### src/rtl/zk_glyph_blitter.sv
// 16x16 glyph blitter: walks font ROM rows and writes one 16-bit framebuffer word per row.
// Optional ZK_INVERT_EN adds req_inv for inverse-video rendering.
module zk_glyph_blitter #(
  parameter int FB_COLS = 40,
  parameter int FB_ROWS = 30
) (
  input  logic        clk,
  input  logic        rst_n,
  input  logic        req_valid,
  output logic        req_ready,
  input  logic [7:0]  req_code,
  input  logic [5:0]  req_col,
  input  logic [4:0]  req_row,
`ifdef ZK_INVERT_EN
  input  logic        req_inv,
`endif
  output logic [11:0] rom_addr,
  input  logic [15:0] rom_data,
  output logic        fb_we,
  input  logic        fb_ready,
  output logic [14:0] fb_addr,
  output logic [15:0] fb_wdata,
  output logic        done,
  output logic        err
);

  typedef enum logic [1:0] {IDLE, FETCH, WRITE} state_t;

  localparam logic [5:0]  COLS_L  = 6'(FB_COLS);
  localparam logic [4:0]  ROWS_L  = 5'(FB_ROWS);
  localparam logic [14:0] COLS_15 = 15'(FB_COLS);

  state_t      state, nxt;
  logic [3:0]  r;
  logic [5:0]  col_q;
  logic [4:0]  row_q;
  logic        accept, in_range;
  logic [14:0] line_addr;
`ifdef ZK_INVERT_EN
  logic        inv_q;
`endif

  assign accept    = (state == IDLE) && req_valid && req_ready;
  assign in_range  = (req_col < COLS_L) && (req_row < ROWS_L);
  // scan line = row*16 + r, then one word per 16 pixels across the line
  assign line_addr = 15'({row_q, r}) * COLS_15 + 15'(col_q);

  always_ff @(posedge clk or negedge rst_n) begin
    if (!rst_n) state <= IDLE;
    else        state <= nxt;
  end

  always_comb begin
    nxt = state;
    case (state)
      IDLE:    if (accept && in_range) nxt = FETCH;
      FETCH:   nxt = WRITE;
      WRITE:   if (fb_ready) nxt = (r == 4'd15) ? IDLE : FETCH;
      default: nxt = IDLE;
    endcase
  end

  always_ff @(posedge clk or negedge rst_n) begin
    if (!rst_n) begin
      req_ready <= 1'b0;
      rom_addr  <= '0;
      fb_we     <= 1'b0;
      fb_addr   <= '0;
      fb_wdata  <= '0;
      done      <= 1'b0;
      err       <= 1'b0;
      r         <= '0;
      col_q     <= '0;
      row_q     <= '0;
`ifdef ZK_INVERT_EN
      inv_q     <= 1'b0;
`endif
    end else begin
      done      <= 1'b0;
      err       <= 1'b0;
      req_ready <= (nxt == IDLE);
      case (state)
        IDLE: if (accept) begin
          if (!in_range) err <= 1'b1;
          else begin
            col_q    <= req_col;
            row_q    <= req_row;
            r        <= '0;
            rom_addr <= {req_code, 4'd0};
`ifdef ZK_INVERT_EN
            inv_q    <= req_inv;
`endif
          end
        end
        FETCH: begin
`ifdef ZK_INVERT_EN
          fb_wdata <= inv_q ? ~rom_data : rom_data;
`else
          fb_wdata <= rom_data;
`endif
          fb_addr  <= line_addr;
          fb_we    <= 1'b1;
        end
        WRITE: if (fb_ready) begin
          fb_we <= 1'b0;
          // r stops at 15, so the low nibble never carries into the glyph field
          if (r == 4'd15) done <= 1'b1;
          else begin
            r        <= r + 4'd1;
            rom_addr <= rom_addr + 12'd1;
          end
        end
        default: ;
      endcase
    end
  end

endmodule
### config.mk
export PLATFORM = sky130hd
export DESIGN_NAME = zk_glyph_blitter
export DESIGN_NICKNAME = d
export VERILOG_FILES = /design/src/rtl/zk_glyph_blitter.sv
export SDC_FILE = /design/constraint.sdc
export NUM_CORES = 1
export LEC_CHECK = 0
export CAP_MARGIN = 5
export CORE_UTILIZATION = 52
export CTS_CLUSTER_DIAMETER = 150
export DETAILED_ROUTE_END_ITERATION = 16
export PLACE_DENSITY_LB_ADDON = 0.05
export SYNTH_ARGS = -nofsm -noshare
export SYNTH_HDL_FRONTEND = slang
export SYNTH_SLANG_ARGS = --single-unit
export TNS_END_PERCENT = 10
### constraint.sdc
create_clock -name clk -period 7.8 [get_ports clk]
set_input_delay 2.34 -clock clk [delete_from_list [all_inputs] [get_ports clk]]
set_output_delay 2.34 -clock clk [all_outputs]
set_load 0.02 [all_outputs]
==> results.sh, run 1 <==
export IMPL_status="finished clean"
export IMPL_max_stage_delay_ns=0.65
export IMPL_hpwlAfterDp_um=4830
export IMPL_utilization=0.737
export IMPL_p_leak_uw=0.00198
export IMPL_diodes=0
export IMPL_grt_pass1_vias=2330
export IMPL_worstSkewPairLatency_ns=0.34
export IMPL_grt_pass1_wl_um=11100
export IMPL_drt_iter0_drc=119
export IMPL_syn_to_final_growth_pct=35.2
export IMPL_cts_buffers=9
export IMPL_pre_cts_ws_ns=3.77
export IMPL_die_w_um=81.0
export IMPL_clockBufferDepth=2
export IMPL_cts_tree="built"
export IMPL_path_class="reg2out"
export IMPL_crit_chain="clkdlybuf4s50_1"
export IMPL_antenna_found_initial=0
export IMPL_drive_above_1_share=0.109
export IMPL_via_per_inst=5.35
export IMPL_die_h_um=81.0
export IMPL_finalCritPeriodShare=0.483
export IMPL_synth_cell_type_count=46
export IMPL_nFillCells=451
export IMPL_vias=2613
export IMPL_yosys_area_top_type="dfrtp_1"
export IMPL_hold_viol=0
export IMPL_rrSetupSlack_ns=4.68
export IMPL_synth_top_area_frac=0.493
export IMPL_gp_congestion=0.827
export IMPL_synth_flop_cell="dfrtp_1"
export IMPL_crit_slowest_cell="clkdlybuf4s50_1"
export IMPL_netlist_area_um2=3250
export IMPL_grt_max_degree=65
export IMPL_cts_sinks=64
export IMPL_post_cts_resize_count=0
export IMPL_powerDensity_nw_per_um2=427
export IMPL_crit_path_start_kind="register"
export IMPL_crit_family="buffers and inverters"
export IMPL_hold_path_class="reg2reg"
export IMPL_clk_pin_slew_ns=0.07
export IMPL_drc=0
export IMPL_num_io_pins=86
export IMPL_fin_crit_ns=3.76
export IMPL_drv_slew=0
export IMPL_slew_headroom=0.401
export IMPL_synth_avg_cell_area_um2=10.1
export IMPL_routedWlPerCell_um=14.0
export IMPL_worstPathMaxFanout=6
export IMPL_cts_setup_buffers=0
export IMPL_yosys_top_cells_count="dfrtp_1, nand2_1, a21oi_1"
export IMPL_setup_violations=0
export IMPL_fmax_mhz=266
export IMPL_ys_warn_count=0
export IMPL_end_kind="output port"
export IMPL_dieArea_um2=6560
export IMPL_max_cap_viol_count=0
export IMPL_rsz0062_at_grt="no"
export IMPL_fin_skew_ns=0.0151
export IMPL_arrival_ns=1.42
export IMPL_peakVddDrop_mv=0.294
export IMPL_final_nets=468
export IMPL_yosysSeqAreaShare=0.493
export IMPL_drt_first_pass_iters=4
export IMPL_power_uw=1870
export IMPL_synth_edf_count=0
export IMPL_initial_core_util=0.545
export IMPL_synth_area_leaders="dfrtp_1, nand2_1, ha_1, mux2_2, a21oi_1"
export IMPL_design_core_area_um2=5960
export IMPL_wl_um=6820
export IMPL_holdBufCountCts=0
export IMPL_htree_levels=3
export IMPL_syn_num_nets=381
export IMPL_worst_slack_ns=4.04
export IMPL_root_buffer="clkbuf_8"
export IMPL_tns_ns=0
export IMPL_postSynthCellCount=321
export IMPL_row_count=28
export IMPL_ys_ff_latch=64
export IMPL_grt_overflow=0
export IMPL_drtAntennaViolNets=0
export IMPL_worst_pin_slew_ns=0.898
export IMPL_grt_usage=0.227
export IMPL_portBuffers=85
export IMPL_synth_async_reset_ratio=1.00
export IMPL_worstPathRequired_ns=5.46
export IMPL_path_buf_inv=1
-- through the flow --
stage	cell area [um^2]	std cells	hold slack, ns
2_1_floorplan	3250	321	0.442
3_3_place_gp	4170	472	0.459
3_5_place_dp	4170	472	0.459
4_1_cts	4390	488	0.490
5_1_grt	4390	488	0.502
6_report	4390	488	0.485
-- final timing paths --
path	from	cells after the start	end
setup reg to reg	r[1]	9	fb_addr[13]
hold reg to reg	col_q[1]	2	col_q[1]
min in group asynchronous	rst_n	2	fb_addr[14]
hold / removal	col_q[1]	2	col_q[1]
max in group asynchronous	rst_n	2	state[1]
setup / recovery	rom_addr[0]	1	rom_addr[0]
-- sequential cells by signal, summed over array words and instances, names as in the netlist --
name,count
err,1
col_q,6
rom_addr,12
req_ready,1
fb_wdata,16
done,1
fb_addr,15
fb_we,1
r,4
state,2
row_q,5
-- final cells by class --
cell class	count	area, um^2	area share
sequential	64	1600	0.365
multi-input combinational	234	1570	0.357
timing repair buffer	88	868	0.198
clock buffer	9	124	0.0282
clock inverter	7	95.1	0.0217
tap	75	93.8	0.0214
inverter	11	41.3	0.00941
-- per-layer routing --
metal  track usage  up-vias  wire length, um
li1              -     1307                -
met4        0.0804        0               74
met1         0.338     1215             3440
met5             0        -                0
met3        0.0596        5              437
met2         0.318       86             2870
-- cells in the final DEF, fill, tap and decap left out, drive strengths merged, types with 3 or more instances in the layout --
master	netlist	layout
a2111oi	3	3
nand2	64	64
clkinv	0	3
nor2	12	12
clkdlybuf4s50	0	84
nand4	5	5
and3	5	5
nand3	6	6
mux2	21	21
o21ai	24	24
a211o	3	3
a21oi	20	20
dfrtp	64	64
buf	2	4
clkbuf	10	9
xnor2	6	6
nor2b	3	3
inv	11	12
ha	19	19
xor2	9	9
o22ai	4	4
-- worst register-to-register path, cell delays in order, from the launching register on --
cell,delay (ns)
dfrtp_1,0.44
ha_1,0.33
ha_1,0.23
fa_1,0.40
a211o_1,0.37
a211o_1,0.30
a211oi_2,0.34
nand4_1,0.15
xnor2_1,0.18
mux2_2,0.27
-- logic make-up after synthesis --
| group | Yosys count | synth area share |
|---|---|---|
| AOI/OAI and AO/OA | 68 | 0.129 |
| buffers and inverters | 23 | 0.0274 |
| DFF | 64 | 0.493 |
| muxes | 21 | 0.0728 |
| and+or+nand+nor | 109 | 0.151 |
| xor gates and xnor gates | 15 | 0.0405 |
| adders and majority gates | 21 | 0.0856 |
-- report_power, final --
group	total [uW]	internal (uW)	switching, uW
clock network	314	180	133
registers	583	479	104
logic	977	461	516
No activity file was read; power rests on OpenSTA's default activity.
==> inputs of run 2 (changes only) <==
--- a/config.mk
+++ b/config.mk
@@ -6,7 +6,7 @@
 export NUM_CORES = 1
 export LEC_CHECK = 0
 export CAP_MARGIN = 5
-export CORE_UTILIZATION = 52
+export CORE_UTILIZATION = 49
 export CTS_CLUSTER_DIAMETER = 150
 export DETAILED_ROUTE_END_ITERATION = 16
 export PLACE_DENSITY_LB_ADDON = 0.05
==> constraint.sdc (replaced) <==
create_clock -name clk -period 3.7 [get_ports clk]
set_input_delay 1.11 -clock clk [delete_from_list [all_inputs] [get_ports clk]]
set_output_delay 1.11 -clock clk [all_outputs]
set_load 0.02 [all_outputs]
==> results.sh, run 2 (synthesis results as in run 1) <==
export IMPL_routedWlPerCell_um=13.9
export IMPL_grt_max_degree=44
export IMPL_largest_registers="fb_wdata x16, fb_addr x15, rom_addr x12"
export IMPL_syn_to_final_growth_pct=36.3
export IMPL_worstPathRequired_ns=3.93
export IMPL_drive_above_1_share=0.109
export IMPL_num_io_pins=86
export IMPL_root_buffer="clkbuf_8"
export IMPL_hold_viol=0
export IMPL_grt_usage=0.213
export IMPL_cts_buffers=9
export IMPL_row_count=29
export IMPL_fin_crit_ns=3.03
export IMPL_post_cts_resize_count=0
export IMPL_cts_setup_buffers=0
export IMPL_diodes=0
export IMPL_worstPathMaxFanout=5
export IMPL_gp_congestion=0.784
export IMPL_status="finished clean"
export IMPL_final_cell_mix="clkdlybuf4s50_1, nand2_1, dfrtp_1"
export IMPL_vias=2621
export IMPL_rsz0062_at_grt="no"
export IMPL_grt_pass1_wl_um=11600
export IMPL_p_leak_uw=0.00200
export IMPL_die_w_um=83.4
export IMPL_crit_family="compound AO/OA/AOI/OAI gates"
export IMPL_portBuffers=85
export IMPL_drv_slew=0
export IMPL_arrival_ns=3.25
export IMPL_max_cap_viol_count=0
export IMPL_tns_ns=0
export IMPL_cts_sinks=64
export IMPL_path_class="reg2reg"
export IMPL_crit_slowest_cell="dfrtp_1"
export IMPL_layout_commonest_cell="clkdlybuf4s50_1"
export IMPL_peakVddDrop_mv=0.508
export IMPL_drc=0
export IMPL_hold_path_class="reg2reg"
export IMPL_slew_headroom=0.413
export IMPL_end_kind="register"
export IMPL_clk_pin_slew_ns=0.07
export IMPL_wl_um=6810
export IMPL_design_core_area_um2=6390
export IMPL_drt_iter0_drc=119
export IMPL_finalCritPeriodShare=0.818
export IMPL_fin_skew_ns=0.00878
export IMPL_hpwlAfterDp_um=4970
export IMPL_worstSkewPairLatency_ns=0.34
export IMPL_final_nets=469
export IMPL_worst_pin_slew_ns=0.880
export IMPL_crit_path_start_kind="register"
export IMPL_htree_levels=3
export IMPL_path_buf_inv=0
export IMPL_setup_violations=0
export IMPL_antenna_found_initial=0
export IMPL_cts_tree="built"
export IMPL_die_h_um=83.4
export IMPL_largest_reg_flops=16
export IMPL_fmax_mhz=330
export IMPL_top_register="fb_wdata"
export IMPL_via_per_inst=5.34
export IMPL_powerDensity_nw_per_um2=911
export IMPL_crit_chain="ha_1 > ha_1 > fa_1 > a211o_1 > a211o_1 > a211oi_2 > nand4_1 > xnor2_1 > mux2_2"
export IMPL_grt_pass1_vias=2499
export IMPL_grt_overflow=0
export IMPL_drt_first_pass_iters=4
export IMPL_max_stage_delay_ns=0.43
export IMPL_initial_core_util=0.508
export IMPL_clockBufferDepth=2
export IMPL_dieArea_um2=6960
export IMPL_drtAntennaViolNets=0
export IMPL_holdBufCountCts=0
export IMPL_fin_hold_ws_ns=0.484
==> run 2: changes by cell type in the layout (fill, tap and decap cells not counted) <==
cell and change:
clkbuf_8 +1, clkinv_2 -1, clkinvlp_4 -1, clkbuf_1 +1, inv_6 -1, bufinv_16 +1
buf_4 +1
==> run 2: per-stage QoR <==
stage | utilization | power, uW | setup WS (ns) | area (um^2) | cells
2_1_floorplan | - | 2550 | 0.815 | 3250 | 321
3_3_place_gp | 0.655 | 3240 | 0.702 | 4180 | 475
3_5_place_dp | 0.655 | 3300 | 0.669 | 4180 | 475
4_1_cts | 0.693 | 4060 | 0.660 | 4430 | 491
5_1_grt | 0.693 | 4330 | 0.510 | 4430 | 491
6_report | 0.693 | 4030 | 0.673 | 4430 | 491
==> run 2: routing by layer <==
layer / vias up / GRT usage / routed length (um)
met3: 12 / 0.0467 / 346
li1: 1306 / - / -
met1: 1229 / 0.288 / 3320
met5: - / 0 / 0
met2: 74 / 0.326 / 3010
met4: 0 / 0.102 / 139
==> run 2: tightest hold or removal path: cells and delay by family, from the launching register on <==
family / cells / cell delay (ns)
flops: 1 / 0.35
simple gates: 2 / 0.11
==> run 2: path summary, 6_finish.rpt <==
check / startpoint / to / slack (ns) / depth (start not counted)
worst max-delay path: r[1] / fb_addr[13] / 0.67 / 9
max in group asynchronous: rst_n / state[1] / 2.22 / 2
worst min-delay path: col_q[1] / col_q[1] / 0.48 / 2
worst min register to register: col_q[1] / col_q[1] / 0.48 / 2
worst max register to register: r[1] / fb_addr[13] / 0.67 / 9
min in group asynchronous: rst_n / row_q[4] / 0.73 / 1
==> run 2: cell type report <==
type | instances | area (um^2)
Sequential cell | 64 | 1600
Tap cell | 77 | 96.3
Fill cell | 519 | 1960
Clock buffer | 11 | 141
Timing Repair Buffer | 89 | 876
Inverter | 11 | 41.3
Clock inverter | 5 | 104
Multi-Input combinational cell | 234 | 1570
==> run 2: report_power, final <==
part           internal [uW]  switching [uW]
clock                    467             279
combinational            975            1090
sequential              1010             209
total                   2450            1580
==> inputs of run 3 (changes only) <==
==> constraint.sdc (replaced) <==
create_clock -name clk -period 2.8 [get_ports clk]
set_input_delay 0.84 -clock clk [delete_from_list [all_inputs] [get_ports clk]]
set_output_delay 0.84 -clock clk [all_outputs]
set_load 0.02 [all_outputs]
==> results.sh, run 3 (synthesis results as in run 1) <==
export IMPL_startpoint="r[3]"
export IMPL_gp_congestion=0.842
export IMPL_drt_first_pass_iters=4
export IMPL_fin_crit_ns=2.82
export IMPL_regToRegStartpoint="r[3]"
export IMPL_drt_iter0_drc=85
export IMPL_grt_overflow=0
export IMPL_worst_pin_slew_ns=0.894
export IMPL_crit_family="adder cells"
export IMPL_via_per_inst=5.29
export IMPL_setup_violations=1
export IMPL_initial_core_util=0.508
export IMPL_finalCritPeriodShare=1.01
export IMPL_worst_slack_ns=-0.0164
export IMPL_hold_path_class="in2async"
export IMPL_peakVddDrop_mv=0.699
export IMPL_drtAntennaViolNets=0
export IMPL_grt_pass1_wl_um=11600
export IMPL_grt_max_degree=44
export IMPL_end_kind="register"
export IMPL_cp_depth=9
export IMPL_die_h_um=83.4
export IMPL_fin_skew_ns=0.00783
export IMPL_powerDensity_nw_per_um2=1170
export IMPL_drive_above_1_share=0.126
export IMPL_worstPathRequired_ns=3.02
export IMPL_max_stage_delay_ns=0.41
export IMPL_final_cell_mix="clkdlybuf4s50_1, nand2_1, dfrtp_1"
export IMPL_die_w_um=83.4
export IMPL_layout_commonest_cell="clkdlybuf4s50_1"
export IMPL_tns_ns=-0.0164
export IMPL_pre_cts_ws_ns=0.0116
export IMPL_wl_um=6830
export IMPL_crit_chain="ha_1 > ha_1 > fa_2 > a211o_1 > a211o_1 > a211oi_2 > nand4_1 > xnor2_1 > mux2_2"
export IMPL_clockBufferDepth=2
export IMPL_antenna_found_initial=0
export IMPL_path_buf_inv=0
export IMPL_cts_setup_buffers=0
export IMPL_path_class="reg2reg"
export IMPL_grt_pass1_vias=2527
export IMPL_cts_buffers=9
export IMPL_largest_reg_flops=16
export IMPL_final_nets=475
export IMPL_clk_pin_slew_ns=0.07
export IMPL_grt_usage=0.209
export IMPL_slew_headroom=0.404
export IMPL_row_count=29
export IMPL_cts_sinks=64
export IMPL_routedWlPerCell_um=13.7
export IMPL_top_register="fb_wdata"
export IMPL_nFillCells=496
export IMPL_p_leak_uw=0.00200
export IMPL_worstPathMaxFanout=5
export IMPL_max_cap_viol_count=0
export IMPL_violations="negative setup slack"
export IMPL_portBuffers=85
export IMPL_cts_tree="built"
export IMPL_root_buffer="clkbuf_8"
export IMPL_hold_viol=0
export IMPL_htree_levels=3
export IMPL_dieArea_um2=6960
export IMPL_largest_registers="fb_wdata x16, fb_addr x15, rom_addr x12"
export IMPL_arrival_ns=3.04
export IMPL_route_met3_wl_um=295
export IMPL_vias=2629
export IMPL_crit_slowest_cell="dfrtp_1"
export IMPL_diodes=0
export IMPL_reg2regPathDepth=9
export IMPL_syn_to_final_growth_pct=36.5
export IMPL_wl_met2_um=3100
export IMPL_drv_slew=0
export IMPL_wirelength_met1_um=3370
export IMPL_drc=0
export IMPL_num_io_pins=86
export IMPL_design_core_area_um2=6390
export IMPL_top_layer_used="met4"
export IMPL_hpwlAfterDp_um=4960
export IMPL_status="finished, violations left"
export IMPL_utilization=0.694
export IMPL_fmax_mhz=355
export IMPL_worstSkewPairLatency_ns=0.33
export IMPL_rsz0062_at_grt="yes"
export IMPL_crit_path_start_kind="register"
-- run 3: changes by cell type in the layout (fill, tap and decap cells not counted), moves of 2 or more --
cell / before / now
buf_4: 4 / 9
bufinv_16: 3 / 1
clkinv_2: 1 / 3
clkinvlp_4: 0 / 2
-- run 3: metal layers --
metal | global-route usage | vias to the layer above
met4 | 0.0643 | 0
met3 | 0.0547 | 6
met2 | 0.320 | 59
li1 | - | 1317
met5 | 0 | -
met1 | 0.294 | 1247
-- run 3: layout make-up --
type / count / area, um^2 / share of cell area
well taps: 77 / 96.3 / 0.0217
clock buffers: 10 / 128 / 0.0288
multi-input cells: 234 / 1570 / 0.355
inverters: 11 / 41.3 / 0.00931
clock inverters: 6 / 60.1 / 0.0135
flip-flops and latches: 64 / 1600 / 0.361
repair buffers: 95 / 933 / 0.211
-- run 3: report_power, final --
group	leakage [uW]	switching, uW	internal (uW)
combinational	0.00112	1450	1360
sequential	0.000787	272	1340
clock	0.0000920	363	407
total	0.00200	2080	3100
-- run 3: worst paths after layout --
path	to	slack, ns
worst max-delay path	fb_addr[13]	-0.02
worst min-delay path	fb_wdata[5]	0.47
worst max register to register	fb_addr[13]	-0.02
min in group clk	col_q[1]	0.48
worst min register to register	col_q[1]	0.47
max in group asynchronous	rom_addr[1]	1.70
-- run 3: timing repair --
item,in CTS,in global routing
setup endpoints to repair,0,2
hold buffers,0,0
gates resized for setup,0,1
endpoints found under the hold margin,0,0
-- run 3: stage by stage --
| step | total power [uW] | instance area, um^2 | instances | hold slack (ns) |
|---|---|---|---|---|
| 2_1_floorplan | 3360 | 3250 | 321 | 0.442 |
| 3_3_place_gp | 4380 | 4240 | 481 | 0.455 |
| 3_5_place_dp | 4440 | 4240 | 481 | 0.466 |
| 4_1_cts | 5230 | 4430 | 497 | 0.481 |
| 5_1_grt | 5600 | 4430 | 497 | 0.478 |
| 6_report | 5190 | 4430 | 497 | 0.475 |
